--- src/rtl/hex_pkg.sv ---
// Shared types for the memory-side blocks: word address/data types and the
// data-port arbiter's state and requester encodings.
package hex_pkg;

  localparam int ADDR_W = 10;
  localparam int DATA_W = 32;

  typedef logic [ADDR_W-1:0] waddr_t;
  typedef logic [DATA_W-1:0] data_t;

  typedef enum logic [1:0] {
    ARB_S,
    LOCK_S,
    CSLOT_S
  } arb_state_t;

  typedef enum logic {
    REQ_CPU,
    REQ_LDR
  } arb_req_t;

endpackage

--- src/rtl/arb_rsp_reg.sv ---
// Per-requester read-response register: captures memory read data on an
// accepted read and pulses rvalid for exactly one cycle afterwards.
module arb_rsp_reg
  import hex_pkg::*;
(
  input  logic  i_clk,
  input  logic  i_rst_n,
  input  logic  i_capture,
  input  data_t i_data,
  output logic  o_rvalid,
  output data_t o_rdata
);

  logic  r_rvalid;
  data_t r_rdata;

  always_ff @(posedge i_clk) begin
    if (!i_rst_n) begin
      r_rvalid <= 1'b0;
      r_rdata  <= '0;
    end else begin
      r_rvalid <= i_capture;
      if (i_capture) begin
        r_rdata <= i_data;
      end
    end
  end

  assign o_rvalid = r_rvalid;
  assign o_rdata  = r_rdata;

endmodule

--- src/rtl/mem_port_arbiter.sv ---
// Two-requester (CPU / loader) arbiter for the memory data port with loader
// burst locking and forced CPU slots. Define HEX_ARB_ROUND_ROBIN_EN for round-robin ties in ARB.
module mem_port_arbiter
  import hex_pkg::*;
#(
  parameter int MAX_BURST = 8,
  parameter int CNT_W     = 4
) (
  input  logic   i_clk,
  input  logic   i_rst_n,
  input  logic   i_c_valid,
  input  logic   i_c_we,
  input  waddr_t i_c_addr,
  input  data_t  i_c_data,
  output logic   o_c_ready,
  output logic   o_c_rvalid,
  output data_t  o_c_rdata,
  input  logic   i_l_valid,
  input  logic   i_l_we,
  input  waddr_t i_l_addr,
  input  data_t  i_l_data,
  input  logic   i_l_lock,
  output logic   o_l_ready,
  output logic   o_l_rvalid,
  output data_t  o_l_rdata,
  output logic   o_m_valid,
  output logic   o_m_we,
  output waddr_t o_m_addr,
  output data_t  o_m_data,
  input  data_t  i_m_data
);

  localparam logic [CNT_W-1:0] MAX_CNT = CNT_W'(MAX_BURST);

  arb_state_t       r_state;
  arb_state_t       w_state_nxt;
  logic [CNT_W-1:0] r_cnt;
  logic [CNT_W-1:0] w_cnt_nxt;
  logic             w_c_gnt;
  logic             w_l_gnt;
  logic             w_cpu_first;

`ifdef HEX_ARB_ROUND_ROBIN_EN
  arb_req_t r_last;

  // Starts as "loader" so the first tie after reset goes to the CPU.
  always_ff @(posedge i_clk) begin
    if (!i_rst_n) begin
      r_last <= REQ_LDR;
    end else if (w_c_gnt) begin
      r_last <= REQ_CPU;
    end else if (w_l_gnt) begin
      r_last <= REQ_LDR;
    end
  end

  assign w_cpu_first = (r_last == REQ_LDR);
`else
  assign w_cpu_first = 1'b1;
`endif

  always_ff @(posedge i_clk) begin
    if (!i_rst_n) begin
      r_state <= ARB_S;
      r_cnt   <= '0;
    end else begin
      r_state <= w_state_nxt;
      r_cnt   <= w_cnt_nxt;
    end
  end

  always_comb begin
    w_c_gnt     = 1'b0;
    w_l_gnt     = 1'b0;
    w_state_nxt = r_state;
    w_cnt_nxt   = r_cnt;
    case (r_state)
      ARB_S: begin
        if (i_c_valid && (!i_l_valid || w_cpu_first)) begin
          w_c_gnt = 1'b1;
        end else if (i_l_valid) begin
          w_l_gnt = 1'b1;
          if (i_l_lock) begin
            w_state_nxt = LOCK_S;
            w_cnt_nxt   = CNT_W'(1);
          end
        end
      end
      LOCK_S: begin
        // The forced CPU slot is decided before any loader grant this cycle.
        if ((r_cnt == MAX_CNT) && i_c_valid) begin
          w_state_nxt = CSLOT_S;
        end else if (i_l_valid) begin
          w_l_gnt = 1'b1;
          if (i_l_lock) begin
            w_cnt_nxt = (r_cnt == MAX_CNT) ? r_cnt : r_cnt + 1'b1;
          end else begin
            w_state_nxt = ARB_S;
            w_cnt_nxt   = '0;
          end
        end else if (!i_l_lock) begin
          w_state_nxt = ARB_S;
          w_cnt_nxt   = '0;
        end
      end
      CSLOT_S: begin
        w_c_gnt     = i_c_valid;
        w_state_nxt = i_l_lock ? LOCK_S : ARB_S;
        w_cnt_nxt   = '0;
      end
      default: begin
        w_state_nxt = ARB_S;
        w_cnt_nxt   = '0;
      end
    endcase
    if (!i_rst_n) begin
      w_c_gnt = 1'b0;
      w_l_gnt = 1'b0;
    end
  end

  assign o_c_ready = w_c_gnt;
  assign o_l_ready = w_l_gnt;
  assign o_m_valid = w_c_gnt | w_l_gnt;
  assign o_m_we    = (w_c_gnt & i_c_we) | (w_l_gnt & i_l_we);
  assign o_m_addr  = w_l_gnt ? i_l_addr : i_c_addr;
  assign o_m_data  = w_l_gnt ? i_l_data : i_c_data;

  arb_rsp_reg u_c_rsp (
    .i_clk     (i_clk),
    .i_rst_n   (i_rst_n),
    .i_capture (w_c_gnt & ~i_c_we),
    .i_data    (i_m_data),
    .o_rvalid  (o_c_rvalid),
    .o_rdata   (o_c_rdata)
  );

  arb_rsp_reg u_l_rsp (
    .i_clk     (i_clk),
    .i_rst_n   (i_rst_n),
    .i_capture (w_l_gnt & ~i_l_we),
    .i_data    (i_m_data),
    .o_rvalid  (o_l_rvalid),
    .o_rdata   (o_l_rdata)
  );

endmodule

--- config.mk ---
export PLATFORM = sky130hd
export DESIGN_NAME = mem_port_arbiter
export DESIGN_NICKNAME = d
export VERILOG_FILES = /design/src/rtl/hex_pkg.sv /design/src/rtl/arb_rsp_reg.sv /design/src/rtl/mem_port_arbiter.sv
export SDC_FILE = /design/constraint.sdc
export NUM_CORES = 1
export LEC_CHECK = 0
export BUFFER_PORTS_ARGS = -buffer_cell sky130_fd_sc_hd__clkbuf_2
export CAP_MARGIN = 40
export CORE_MARGIN = 3
export CORE_UTILIZATION = 46
export DETAILED_ROUTE_END_ITERATION = 16
export PLACE_DENSITY = 0.86
export SKIP_LAST_GASP = 1
export SLEW_MARGIN = 20
export SYNTH_ARGS = -nofsm -noshare
export SYNTH_HDL_FRONTEND = slang
export SYNTH_SLANG_ARGS = --single-unit
--- constraint.sdc ---
create_clock -name i_clk -period 5.7 [get_ports i_clk]
set_input_delay 0.855 -clock i_clk [delete_from_list [all_inputs] [get_ports i_clk]]
set_output_delay 0.855 -clock i_clk [all_outputs]
set_load 0.01 [all_outputs]
==> After elaboration in Yosys (flattened, before gate mapping) <==
Cells that the tools add are included.
{ "word_totals": {"reg_bits": 72, "input_bits": 123, "output_inout_bits": 112, "elab_cells": 55} }
{ "op_classes": {"addsub": 1, "n_eq_ne": 10, "mux": 26, "n_bitwise": 8, "reduce_logical": 4} }
{ "op_table": {"columns": ["cell", "n"], "rows": [
  ["$mux W32", 1],
  ["$mux W4", 8],
  ["$mux W10", 1],
  ["$mux W2", 5],
  ["$ne A3 B3 Y1 const B", 3],
  ["$ne A2 B2 Y1 const B", 4],
  ["$pmux W4 S2", 1],
  ["$mux W1", 7],
  ["$pmux W2 S3", 1],
  ["$reduce_and A6 Y1", 1],
  ["$add A4 B1 Y4 const B", 1],
  ["$and A1 B1 Y1", 4],
  ["$eq A4 B4 Y1 const B", 1],
  ["$pmux W1 S2", 2],
  ["$reduce_and A4 Y1", 1],
  ["$eq A2 B1 Y1 const B", 1],
  ["$eq A2 B2 Y1 const B", 1],
  ["$logic_not A2 Y1", 1],
  ["$not A1 Y1", 2],
  ["$or A1 B1 Y1", 2],
  ["$logic_and A1 B1 Y1", 1]
]} }

==> Logic depth before layout (Yosys ltp) <==
Gate-level depths: netlist of run 1.
{ "logic_depth": {"depth_word": 7, "ltp_mapped": 8, "ltp_nobuf": 6} }

==> Hierarchy <==
Synthesis of run 1 repeated with hierarchy kept, for this count alone.
{ "unflattened": {"cells_unflattened": 311, "area_unflattened_um2": 3651.0} }
{ "by_module_without_submodules": {"columns": ["mod", "instances", "cells_per_inst", "area_each_um2", "seq_area_each_um2"], "rows": [
  ["arb_rsp_reg", 2, 105, 1270.0, 660.6],
  ["mem_port_arbiter", 1, 101, 1111.1, 120.1]
]} }

==> Worst setup path before layout of run 1 <==
No wires, ideal clock.
{ "synth_timing": {"path_kind": "input to output", "startpoint": "input i_rst_n", "endpoint": "output o_m_addr[3]", "arrival_time_ns": 1.939, "t_required_ns": 4.845, "setup_slack_ns": 2.906, "stages": 6, "path_buffers": 3, "cell_sequence": "buf_2 nor2b_4 and3_4 buf_12 buf_12 mux2_4"} }
{ "synth_via": {"elab_chain_cells": 2} }
{ "synth_rtl": {"columns": ["item", "line", "text"], "rows": [
  ["start: declaration", "mem_port_arbiter.sv:10", "input logic i_rst_n,"],
  ["$mux W1", "mem_port_arbiter.sv:116", "if (!i_rst_n) begin"],
  ["$mux W10", "mem_port_arbiter.sv:126", "assign o_m_addr = w_l_gnt ? i_l_addr : i_c_addr;"],
  ["end: declaration", "mem_port_arbiter.sv:28", "output waddr_t o_m_addr,"]
]} }
No other way between the ends.

==> Worst setup path in the final report of run 1 <==
{ "layout_timing": {"startpoint": "register r_cnt[0]", "endpoint": "output o_m_data[31]"} }
{ "layout_via": {"elab_chain_cells": 6} }
{ "layout_rtl": {"columns": ["item", "line", "text"], "rows": [
  ["start: declaration", "mem_port_arbiter.sv:37", "logic [CNT_W-1:0] r_cnt;"],
  ["start signal: assignment", "mem_port_arbiter.sv:68", "r_cnt <= w_cnt_nxt;"],
  ["$eq A4 B4 Y1", "mem_port_arbiter.sv:91", "if ((r_cnt == MAX_CNT) && i_c_valid) begin"],
  ["$logic_and A1 B1 Y1", "mem_port_arbiter.sv:91", null],
  ["$mux W1", "mem_port_arbiter.sv:91", null],
  ["$pmux W1 S2", "mem_port_arbiter.sv:77", "case (r_state)"],
  ["$mux W1", "mem_port_arbiter.sv:116", null],
  ["$mux W32", "mem_port_arbiter.sv:127", "assign o_m_data = w_l_gnt ? i_l_data : i_c_data;"],
  ["end: declaration", "mem_port_arbiter.sv:29", "output data_t o_m_data,"]
]} }
No other way between the ends.

==> results of run 1 <==
-- synth_stat cells (all sizes together) (2+ instances only) --
master / number / area (um2)
clkbuf: 15 / 56.3
nand3: 34 / 170
mux2: 42 / 612
nor3: 2 / 10.0
o21ai: 35 / 186
inv: 6 / 22.5
dfxtp: 72 / 1440
nor2b: 2 / 20.0
buf: 18 / 191
nand2: 104 / 390
nor2: 2 / 7.51
a21oi: 2 / 10.0
a211oi: 2 / 15.0
ha: 2 / 25.0
a21boi: 32 / 240
and3b: 2 / 18.8
-- power by group --
part / internal (W) / leakage (nW) / switching, W / total (W)
combinational: 0.000108 / 1.70 / 0.000107 / 0.000215
clock: 0.000207 / 0.105 / 0.000198 / 0.000406
sequential: 0.000520 / 0.585 / 0.00000994 / 0.000530
-- kinds of logic after synthesis --
kind of cell               count (synthesis)  synth area share (%)
adders and majority gates                  2                 0.706
and+or+nand+nor                          154                  19.1
buffers and inverters                     39                  7.62
muxes                                     43                  17.5
AOI/OAI and AO/OA                         78                  14.4
DFF                                       72                  40.7
-- how the worst min path moves through the flow --
stage                                                 from                               end  slack (ns)  cells after the start
after floorplan                      r_cnt[3]$_SDFFE_PN0P_             r_cnt[3]$_SDFFE_PN0P_        0.42                      1
after global placement    u_l_rsp.o_rdata[22]$_SDFFE_PN0P_  u_l_rsp.o_rdata[22]$_SDFFE_PN0P_        0.43                      2
after detailed placement  u_l_rsp.o_rdata[31]$_SDFFE_PN0P_  u_l_rsp.o_rdata[31]$_SDFFE_PN0P_        0.44                      2
after CTS                 u_l_rsp.o_rdata[31]$_SDFFE_PN0P_  u_l_rsp.o_rdata[31]$_SDFFE_PN0P_        0.46                      2
after global routing       u_c_rsp.o_rdata[5]$_SDFFE_PN0P_   u_c_rsp.o_rdata[5]$_SDFFE_PN0P_        0.47                      2
final                     u_l_rsp.o_rdata[31]$_SDFFE_PN0P_  u_l_rsp.o_rdata[31]$_SDFFE_PN0P_        0.45                      2
-- stage by stage --
step | power, W | utilization, % | cells
after floorplan | 0.000659 | - | 388
after global placement | 0.000749 | 62.6 | 691
after detailed placement | 0.000755 | 62.8 | 692
after CTS | 0.00116 | 65.6 | 708
after global routing | 0.00120 | 66.0 | 709
final | 0.00115 | 66.0 | 709
-- sequential cells by signal (all words and copies together) (netlist names) --
name,cells
r_state,2
u_c_rsp.o_rvalid,1
u_l_rsp.o_rvalid,1
u_c_rsp.o_rdata,32
u_l_rsp.o_rdata,32
r_cnt,4
-- per-layer routing --
metal / global-route usage (%) / part of all wire [%]
met2: 45.3 / 52
met3: 9.94 / 11
met4: 8.54 / 1.8
met5: 0 / 0
met1: 23.8 / 35
-- area by class of cell --
cell class | count | area [um2]
fillers | 622 | 2510
inverters | 6 | 22.5
flip-flops and latches | 72 | 1440
repair buffers | 239 | 1240
multi-input cells | 277 | 1830
clock inverters | 7 | 81.3
well taps | 99 | 124
clock buffers | 9 | 124
-- worst reg2reg max path, delay by kind of cell, from the launching register on --
kind | cells | cell delay (ns)
flip-flops | 1 | 0.40
AO/OA/AOI/OAI | 2 | 0.30
adder cells (fa/ha/maj) | 1 | 0.19
buffers and inverters | 3 | 0.52
AND/OR/NAND/NOR | 2 | 0.70
-- cells in the final DEF, fill, tap and decap left out, types with 5 or more instances in the layout --
cell type  synthesis  routed
clkbuf_8           0       9
clkbuf_2           0     234
dfxtp_1           72      72
nand3_1           34      34
mux2_4            37      37
a21boi_1          32      32
o21ai_1           32      32
nand2_1          104     104
mux2_1             5       5
==> results by group, run 1 <==
STA
  – Min Clock Period, post-route: 3.54 ns
  – Tcrit/Tclk final: 62.2%
  – Worst hold slack: 0.453 ns
  – # setup viols final: 0
  – Rel. slew slack: 48.9%
  – Hold Violations, Final: 0
  – Slew @ Worst Pin: 0.767 ns
  – RSZ-0062 raised after global routing: no
  – Fmax achieved: 282 MHz
  – Aggregate negative setup slack: 0 ns
  – Setup ws final: 2.16 ns
  – Final Slew Violations: 0
  – Setup Skew: 0.00878 ns

Synth
  – Ys flop type: dfxtp_1
  – #FFs+latches synth: 72
  – Ys Warns: 0
  – Number of synthesized flops with an enable pin: 0
  – Sequential fraction of the synthesis area: 40.7%
  – Asr flop ratio synth: 0%
  – Post-synthesis net count: 513
  – Mapped Area: 3540 um2
  – Distinct cells, synth: 41
  – Syn Inst Count: 388
  – Mapped Avg Cell Area: 9.14 um2

Worst setup path
  – CP max-delay cell: and3_4
  – CP Max Fanout: 45
  – Critical path endpoint category: primary output
  – Reg-to-Reg End: u_l_rsp.o_rdata[10]$_SDFFE_PN0P_
  – Critical-path cell list: inv_1 -> ha_1 -> and3b_2 -> o21ai_4 -> and3_4 -> mux2_1 -> clkbuf_2
  – CP Launch Point: r_cnt[0]$_SDFFE_PN0P_
  – Worst Reg-to-Reg Cells: 8
  – CP delay by family, top: simple AND/OR/NAND/NOR gates
  – Crit path required time: 4.85 ns
  – Max stage delay on crit path: 0.73 ns
  – Worst EP arrival: 2.69 ns
  – CP Buf/Inv Count: 2
  – Stages on the worst setup path: 7
  – Reg2Reg Setup Slack: 3.48 ns
  – R2R Path Start: r_cnt[0]$_SDFFE_PN0P_
  – Type of the worst setup path: flip-flop to primary output
  – Worst setup path endpoint: o_m_data[31]
  – Startpoint types: flip-flop

Placement
  – Placed wire-length estimate: 8750 um
  – Pre-CTS setup slack: 1.90 ns
  – Buffers on Ports: 234
  – Area after DPL: 4630 um2
  – GPL Wtd Cong: 0.826

Clock tree
  – Hold buffer count at CTS: 0
  – CTS tree: built
  – Clk_lat worst skew: 0.34 ns
  – Worst-path clk slew: 0.07 ns
  – Htree depth: 3
  – Longest Clk Path Bufs: 2
  – Root buffer cell: clkbuf_8
  – Post-CTS sizing: 0
  – Total CTS buffers: 9
  – Post-CTS setup buffer count: 0
  – Clk sink count: 72

Floorplanning
  – Die area: 8790 um2
  – Initial Utilization: 48.1%
  – # IOs: 235
  – Total core area: 7370 um2
  – Die X-Extent: 93.8 um
  – Die H: 93.8 um
  – Rows: 31

Routing
  – DR pass1 iterations: 4
  – Routed WL: 11300 um
  – DRC: 0
  – Via density: 5.04
  – Via Count: 3575
  – Routed WL per cell: 16.0 um
  – Initial DRC Count: 143
  – Antenna Violating Nets Remaining: 0

GRT
  – All-Layer GR Usage: 24.2%
  – Largest net degree at the start of global routing: 71
  – Vias in the first global route: 3545
  – Grt ovf: 0
  – Initial antenna violation count: 0
  – First-pass GRT wire length: 16800 um

Final layout
  – Final design area excluding fillers: 4860 um2
  – Fin nets: 730
  – Share of cells above drive strength 1: 48.9%
  – Synth-to-Final Area Change: 37.2%
  – Ant diodes: 0

Power and ir drop
  – Pwr/cell area: 237 nW/um2
  – Peak VDD IR: 0.000174 V
  – LEAKAGE: 2.39 nW

Hold path
  – Hold Crit Class: flip-flop to flip-flop

Outcome
  – Status: finished, final reports clean

Run
  – MaxCap Viol Count: 0
(Power assumes the default switching activity.)
==> run 2: changes to the inputs <==
--- a/config.mk
+++ b/config.mk
@@ -8,9 +8,9 @@
 export BUFFER_PORTS_ARGS = -buffer_cell sky130_fd_sc_hd__clkbuf_2
 export CAP_MARGIN = 40
 export CORE_MARGIN = 3
-export CORE_UTILIZATION = 46
+export CORE_UTILIZATION = 42
 export DETAILED_ROUTE_END_ITERATION = 16
-export PLACE_DENSITY = 0.86
+export PLACE_DENSITY = 0.79
 export SKIP_LAST_GASP = 1
 export SLEW_MARGIN = 20
 export SYNTH_ARGS = -nofsm -noshare
==> constraint.sdc (replaced) <==
create_clock -name i_clk -period 3.4 [get_ports i_clk]
set_input_delay 0.51 -clock i_clk [delete_from_list [all_inputs] [get_ports i_clk]]
set_output_delay 0.51 -clock i_clk [all_outputs]
set_load 0.01 [all_outputs]
==> results by group, run 2 (synthesized netlist as in run 1, its figures left out) <==
Floorplanning
  – Die X-Extent: 97.9 um
  – Die area: 9580 um2
  – # IOs: 235
  – Total core area: 7970 um2
  – Initial Utilization: 44.5%
  – Rows: 32
  – Die H: 97.9 um

STA
  – Aggregate negative setup slack: 0 ns
  – Min Clock Period, post-route: 3.02 ns
  – Tcrit/Tclk final: 88.9%
  – Rel. slew slack: 56.8%
  – Slew @ Worst Pin: 0.648 ns
  – Setup Skew: 0.0113 ns
  – Final Slew Violations: 0
  – Setup ws final: 0.376 ns
  – RSZ-0062 raised after global routing: no
  – Fmax achieved: 331 MHz
  – Hold Violations, Final: 0
  – # setup viols final: 0

Outcome
  – Status: finished, final reports clean

Final layout
  – Most common cell after layout, fill and taps aside: clkbuf_2
  – Ant diodes: 0
  – Share of cells above drive strength 1: 49.0%
  – Fin nets: 732
  – Utilization after layout: 61.1%
  – Finished Layout Cells: 714
  – Most frequent cells in the layout: 234 x clkbuf_2, 104 x nand2_1, 72 x dfxtp_1
  – Final design area excluding fillers: 4860 um2
  – Synth-to-Final Area Change: 37.2%
  – Fill cells: 739

Clock tree
  – Post-CTS sizing: 0
  – Clk_lat worst skew: 0.34 ns
  – Worst-path clk slew: 0.08 ns
  – Total CTS buffers: 9
  – Longest Clk Path Bufs: 2
  – Root buffer cell: clkbuf_8
  – Post-CTS setup buffer count: 0
  – Hold buffer count at CTS: 0
  – Clk sink count: 72
  – CTS tree: built
  – Htree depth: 3

Routing
  – DRT met1 WL: 4390 um
  – Antenna Violating Nets Remaining: 0
  – DRC: 0
  – Metal2 WL: 6430 um
  – Routed WL: 12200 um
  – Uppermost layer routed: met4
  – Via Count: 3674
  – Initial DRC Count: 182
  – Metal3 WL: 1100 um
  – Routed WL per cell: 17.1 um
  – DR pass1 iterations: 7
  – Via density: 5.15

GRT
  – Largest net degree at the start of global routing: 71
  – Initial antenna violation count: 0
  – All-Layer GR Usage: 24.7%
  – First-pass GRT wire length: 19100 um
  – Grt ovf: 0
  – Vias in the first global route: 3595

Power and ir drop
  – LEAKAGE: 2.38 nW
  – Pwr/cell area: 399 nW/um2
  – Peak VDD IR: 0.000295 V

Hold path
  – Hold Crit Class: input pin to flip-flop

Worst setup path
  – CP Max Fanout: 21
  – Type of the worst setup path: flip-flop to primary output
  – Worst EP arrival: 2.51 ns
  – Startpoint types: flip-flop
  – Critical path endpoint category: primary output
  – Crit path required time: 2.89 ns

Placement
  – Area after DPL: 4660 um2
  – Post-placement cell count: 698
  – GPL Wtd Cong: 1.01
  – Placed wire-length estimate: 9320 um
  – Buffers on Ports: 234
  – Pre-CTS setup slack: 0.755 ns

Run
  – MaxCap Viol Count: 0
==> run 2: changes by cell type in the layout (fill, tap and decap cells not counted) <==
cell	delta
clkinv_4	-4
buf_4	+3
clkinvlp_4	+3
buf_12	+1
buf_16	-1
buf_8	-1
clkbuf_8	+1
inv_6	+1
inv_8	-1
==> run 2: layout make-up <==
class	count	area [um2]	area share (%)
Multi-Input combinational cell	277	1830	37.7
Sequential cell	72	1440	29.6
Clock inverter	6	66.3	1.36
Inverter	6	22.5	0.463
Timing Repair Buffer	241	1240	25.4
Tap cell	102	128	2.62
Clock buffer	10	138	2.83
==> run 2: metal layers <==
metal | global-route usage [%] | vias up
met4 | 7.99 | 0
li1 | - | 1751
met1 | 27.0 | 1720
met5 | 0 | -
met2 | 45.7 | 184
met3 | 7.07 | 19
==> run 2: worst paths after layout <==
path	start	cells after the start	slack (ns)	end
worst max register to register	r_cnt[0]$_SDFFE_PN0P_	8	0.99	u_l_rsp.o_rdata[14]$_SDFFE_PN0P_
worst min register to register	u_l_rsp.o_rdata[0]$_SDFFE_PN0P_	2	0.45	u_l_rsp.o_rdata[0]$_SDFFE_PN0P_
worst max-delay path	r_cnt[0]$_SDFFE_PN0P_	8	0.38	o_m_data[21]
worst min-delay path	i_m_data[11]	3	0.39	u_c_rsp.o_rdata[11]$_SDFFE_PN0P_
==> run 2: through the flow <==
stage / total power (W) / hold WS (ns)
after global routing: 0.00203 / 0.381
after floorplan: 0.00111 / 0.424
after detailed placement: 0.00127 / 0.443
final: 0.00194 / 0.394
after global placement: 0.00127 / 0.435
after CTS: 0.00196 / 0.377
==> run 2: power by group <==
part           switching (W)  total (W)  leakage [nW]  internal (W)
Combinational       0.000184   0.000364          1.70      0.000180
Clock               0.000329   0.000689        0.0949      0.000360
Sequential         0.0000169   0.000889         0.585      0.000872
Total               0.000530    0.00194          2.38       0.00141
==> run 2: worst max-delay path, stage by stage (launching register included) <==
cell and delay (ns):
dfxtp_1 0.41, inv_1 0.07, ha_1 0.20, and3b_2 0.24, o21ai_4 0.13, and3_4 0.41, buf_12 0.25, mux2_4 0.33
clkbuf_2 0.13
